**config.mk**
```make
export PLATFORM = sky130hd
export DESIGN_NAME = fifo_write_arbiter
export DESIGN_NICKNAME = d
export VERILOG_FILES = /design/src/rtl/fifo_write_arbiter.sv
export SDC_FILE = /design/constraint.sdc
export NUM_CORES = 1
export LEC_CHECK = 0
export BUFFER_PORTS_ARGS = -buffer_cell sky130_fd_sc_hd__clkbuf_2
export CORE_MARGIN = 2
export CORE_UTILIZATION = 47
export DETAILED_ROUTE_END_ITERATION = 12
export HOLD_SLACK_MARGIN = 0.08
export PLACE_DENSITY_LB_ADDON = 0.1
export SLEW_MARGIN = 5
export SYNTH_ARGS = -nofsm -noshare
export SYNTH_HDL_FRONTEND = slang
export SYNTH_SLANG_ARGS = --single-unit
export TNS_END_PERCENT = 5
```
**constraint.sdc**
```tcl
create_clock -name clk -period 2.24 [get_ports clk]
set_input_delay 0.224 -clock clk [delete_from_list [all_inputs] [get_ports clk]]
set_output_delay 0.224 -clock clk [all_outputs]
set_load 0.01 [all_outputs]
```
**src/rtl/fifo_write_arbiter.sv**
```systemverilog
// fifo_write_arbiter
// Round-robin arbiter sharing one 8-bit FIFO write port among NUM_REQ
// valid/ready producers. A winner owns the port for up to MAX_BURST beats,
// then gives it up for one IDLE cycle so the next requester can be chosen.
// The FIFO full flag gates ready/write_enable combinationally, so no beat is
// ever presented to a full FIFO.
module fifo_write_arbiter #(
  parameter int NUM_REQ   = 4,
  parameter int MAX_BURST = 4,
  parameter int GW        = $clog2(NUM_REQ)
) (
  input  logic                 clk,
  input  logic                 reset,
  input  logic [NUM_REQ-1:0]   req_valid,
  input  logic [8*NUM_REQ-1:0] req_data,
  output logic [NUM_REQ-1:0]   req_ready,
  input  logic                 fifo_full,
  output logic [7:0]           fifo_wdata,
  output logic                 fifo_write_enable,
  output logic [GW-1:0]        grant_id,
  output logic                 busy,
  output logic [15:0]          beat_count
);

  localparam logic [0:0]    ST_IDLE   = 1'b0;
  localparam logic [0:0]    ST_BURST  = 1'b1;
  localparam logic [3:0]    LAST_BEAT = 4'(MAX_BURST - 1);
  localparam logic [GW-1:0] LAST_IDX  = GW'(NUM_REQ - 1);

  logic [0:0]    state_r;
  logic [GW-1:0] owner_r;
  logic [GW-1:0] last_grant_r;
  logic [3:0]    burst_cnt_r;
  logic [15:0]   beat_count_r;

  logic          in_burst_s;
  logic          owner_valid_s;
  logic [7:0]    owner_data_s;
  logic          xfer_s;
  logic          any_req_s;
  logic [GW-1:0] winner_s;

  assign in_burst_s    = (state_r == ST_BURST);
  assign owner_valid_s = req_valid[owner_r];
  assign owner_data_s  = req_data[{owner_r, 3'b000} +: 8];
  assign xfer_s        = in_burst_s & owner_valid_s & ~fifo_full;
  assign any_req_s     = |req_valid;

  // Pick the first requester after last_grant, wrapping; last_grant itself is
  // visited last so the previous owner has the lowest priority.
  always_comb begin
    logic [GW-1:0] idx_v;
    logic          found_v;
    winner_s = last_grant_r;
    found_v  = 1'b0;
    idx_v    = last_grant_r;
    for (int k = 1; k <= NUM_REQ; k++) begin
      idx_v = last_grant_r + GW'(k);
      if (!found_v && req_valid[idx_v]) begin
        winner_s = idx_v;
        found_v  = 1'b1;
      end else begin
        found_v  = found_v;
      end
    end
  end

  // Steer the owner's ready and data; full blocks the handshake this cycle.
  always_comb begin
    req_ready  = {NUM_REQ{1'b0}};
    fifo_wdata = 8'h00;
    if (in_burst_s) begin
      fifo_wdata = owner_data_s;
      if (!fifo_full) begin
        req_ready[owner_r] = 1'b1;
      end else begin
        req_ready = {NUM_REQ{1'b0}};
      end
    end else begin
      fifo_wdata = 8'h00;
    end
  end

  assign fifo_write_enable = xfer_s;
  assign grant_id          = owner_r;
  assign busy              = in_burst_s;
  assign beat_count        = beat_count_r;

  // Grant/burst state machine and the free-running beat counter.
  always_ff @(posedge clk or posedge reset) begin
    if (reset) begin
      state_r      <= ST_IDLE;
      owner_r      <= {GW{1'b0}};
      last_grant_r <= LAST_IDX;
      burst_cnt_r  <= 4'd0;
      beat_count_r <= 16'd0;
    end else begin
      case (state_r)
        ST_IDLE: begin
          if (any_req_s && !fifo_full) begin
            owner_r     <= winner_s;
            burst_cnt_r <= 4'd0;
            state_r     <= ST_BURST;
          end
        end
        ST_BURST: begin
          if (xfer_s) begin
            beat_count_r <= beat_count_r + 16'd1;
            burst_cnt_r  <= burst_cnt_r + 4'd1;
            if (burst_cnt_r == LAST_BEAT) begin
              state_r      <= ST_IDLE;
              last_grant_r <= owner_r;
            end
          end else if (!owner_valid_s) begin
            // Owner ran dry: release early so others are not starved.
            state_r      <= ST_IDLE;
            last_grant_r <= owner_r;
          end
        end
        default: begin
          state_r <= ST_IDLE;
        end
      endcase
    end
  end

endmodule
```
==> results.md <==
- Status: finished, final reports clean
- RSZ-0062 raised after global routing: no
- # setup viols final: 0
- Share of cells above drive strength 1: 45.1%
- Core area: 3280 um2
- WL per Instance: 13.9 um
- DP HPWL: 2900 um
- Die Span Y: 62.2 um
- Ys Warns: 0
- Max Cap Viol: 0
- Seq/Total Area, Yosys: 39.4%
- TritonCTS buffer count: 3
- Global Route Usage Sum: 20.1%
- Final Critical Period: 2.08 ns
- Placed cell count: 257
- Tcrit/Tclk final: 92.7%
- Synth Register Bits: 25
- Syn nets: 186
- Crit path largest cell delay: 0.55 ns
- Arr. time, crit path: 1.85 ns
- Max-slew violations: 0
- Worst Hold Class: primary input to asynchronous set/reset pin
- WL final: 3640 um
- Dpl ws: 0.512 ns
- Synth unique cells: 43
- CTS tree: done
- Fmax: 0.481 GHz
- Crit-path slowest cell: dfrtp_1
- Vias: 1401
- Post-CTS sizing: 0
- Vias per cell: 5.37
- NumNets Final: 257
- Cells after Synth: 145
- Startpoint Class: flop
- Crit path max fanout: 10
- First drt pass iteration count: 4
- Slew at the pin with the worst max-slew slack: 0.908 ns
- Top post-synthesis cells by area: dfrtp_1 36%, mux4_2 11%, xnor2_1 4.9%
- Largest delay contributor family on the critical path: flip-flops
- # DRC: 0
- First-pass GRT wire length: 6340 um
- Most common cell after layout, fill and taps aside: clkbuf_2
- Synthesized cell area: 1590 um2
- Core Rows: 21
- Post-Place Cell Area: 1990 um2
- PnR worst setup slack: 0.163 ns
- Area Growth Syn to Fin: 26.6%
- Worst slew margin: 39.4%
- EDFF count, synth: 0
- CTS sink cnt: 25
- Port Buffer Count: 70
- P_leak: 1.03 nW
- Setup TNS: 0 ns
- CTS Hold Bufs: 0
- Post-route cell area: 2020 um2
- Avg Cell Area, Syn: 11.0 um2
- Die Wd: 62.2 um
- Antenna violations before repair: 0
- FFs w/ async S/R, synth: 100%
- Largest net degree at the start of global routing: 26
- Initial core utilization: 48.5%
- Synth Flop Type: dfrtp_1
- Worst vdd ir: 0.000608 V
- Final Hold Viols: 0
- Worst path required time: 2.02 ns
- Hold WS: 0.0629 ns
- Setup Skew: 0.00747 ns
- Clock buffer depth: 2
- Number of fill cells: 288
- Vias in the first global route: 1383
- Antenna cells: 0
- WP depth: 4
- Critical path, cell by cell: buf_4 > mux4_2 > and2_1 > clkbuf_2
- Final Util: 61.4%
- Register-to-Register Path Depth: 4
- Commonest cells after routing, fill and taps aside: 70 x clkbuf_2, 23 x dfrtp_1, 11 x nand2_1
- Post-synth top area cell: dfrtp_1
- PwrDens: 929 nW/um2
- Post-CTS setup buffer count: 0
- Routability cong.: 0.858
- Antenna-violating nets left: 0
- Critical path class: flop to output pin
- Starting DRT DRC Count: 54
- Number of buffers and inverters on the critical path: 2
- Synth top area share: 36.1%
- Worst Setup End Kind: output pin
- Top Ports: 71
- Tot Pwr: 1.87 mW
- Total grt overflow: 0
- Full die area: 3870 um2
- Fin cells: 261
- CTS root buf: clkbuf_4
- H-tree Lvls: 1
- Worst-path clk slew: 0.14 ns
- Clock Latency Late Sink: 0.32 ns
-- metal layers --
metal / share of wire (%) / GRT usage, % / up-vias / wire length [um]
met3: 8.2 / 6.16 / 8 / 297
met1: 43 / 25.9 / 668 / 1550
met5: 0 / 0 / - / 0
met4: 1.7 / 5.00 / 0 / 63
li1: - / - / 660 / -
met2: 47 / 33.3 / 65 / 1730
-- registers in the layout, summed over array words and instances (netlist names) --
signal	count
beat_count	16
busy	1
last_grant_r	2
grant_id	2
burst_cnt_r	4
-- area by class of cell --
cell class	instances	area, um2	area share [%]
clock inverter	1	7.51	0.372
tap	46	57.6	2.85
timing repair buffer	73	373	18.5
inverter	8	32.5	1.61
clock buffer	3	22.5	1.12
multi-input combinational	105	896	44.4
sequential	25	628	31.1
-- cell families (layout without fill, tap and decap cells) --
group,count (synthesis),in the layout,synth area share [%]
mux,14,14,16.8
flops,25,25,39.4
simple gates,60,60,22.8
fa+ha+maj,2,2,1.57
compound gates,14,14,6.83
xor+xnor,15,15,8.25
buf+inv,15,85,4.32
-- path summary, 6_finish.rpt --
check	from	endpoint	slack, ns
setup / recovery	grant_id[0]	fifo_wdata[3]	0.16
hold / removal	reset	beat_count[8]	0.06
setup reg to reg	grant_id[0]	last_grant_r[0]	0.56
hold reg to reg	beat_count[15]	beat_count[15]	0.49
max in group asynchronous	reset	grant_id[0]	1.62
min in group clk	fifo_full	busy	0.31
-- Yosys cell counts (2+ instances only) --
cell type	number
and2_1	10
and3_1	3
buf_2	2
clkbuf_1	4
dfrtp_1	23
dfstp_2	2
ha_1	2
inv_1	7
mux2_4	2
mux2i_1	2
mux4_2	8
nand2_1	11
nand3_1	5
nand4_1	4
nor2_1	6
nor2b_1	3
nor3_1	7
nor3b_1	2
o21ai_0	3
o221ai_1	2
o31ai_1	2
xnor2_1	9
xor2_1	6
-- where the power goes --
part	switching (mW)	internal [mW]	total [mW]
Sequential	0.154	0.563	0.717
Clock	0.133	0.0681	0.201
Combinational	0.443	0.512	0.955
Total	0.730	1.14	1.87
(Power assumes the default switching activity.)
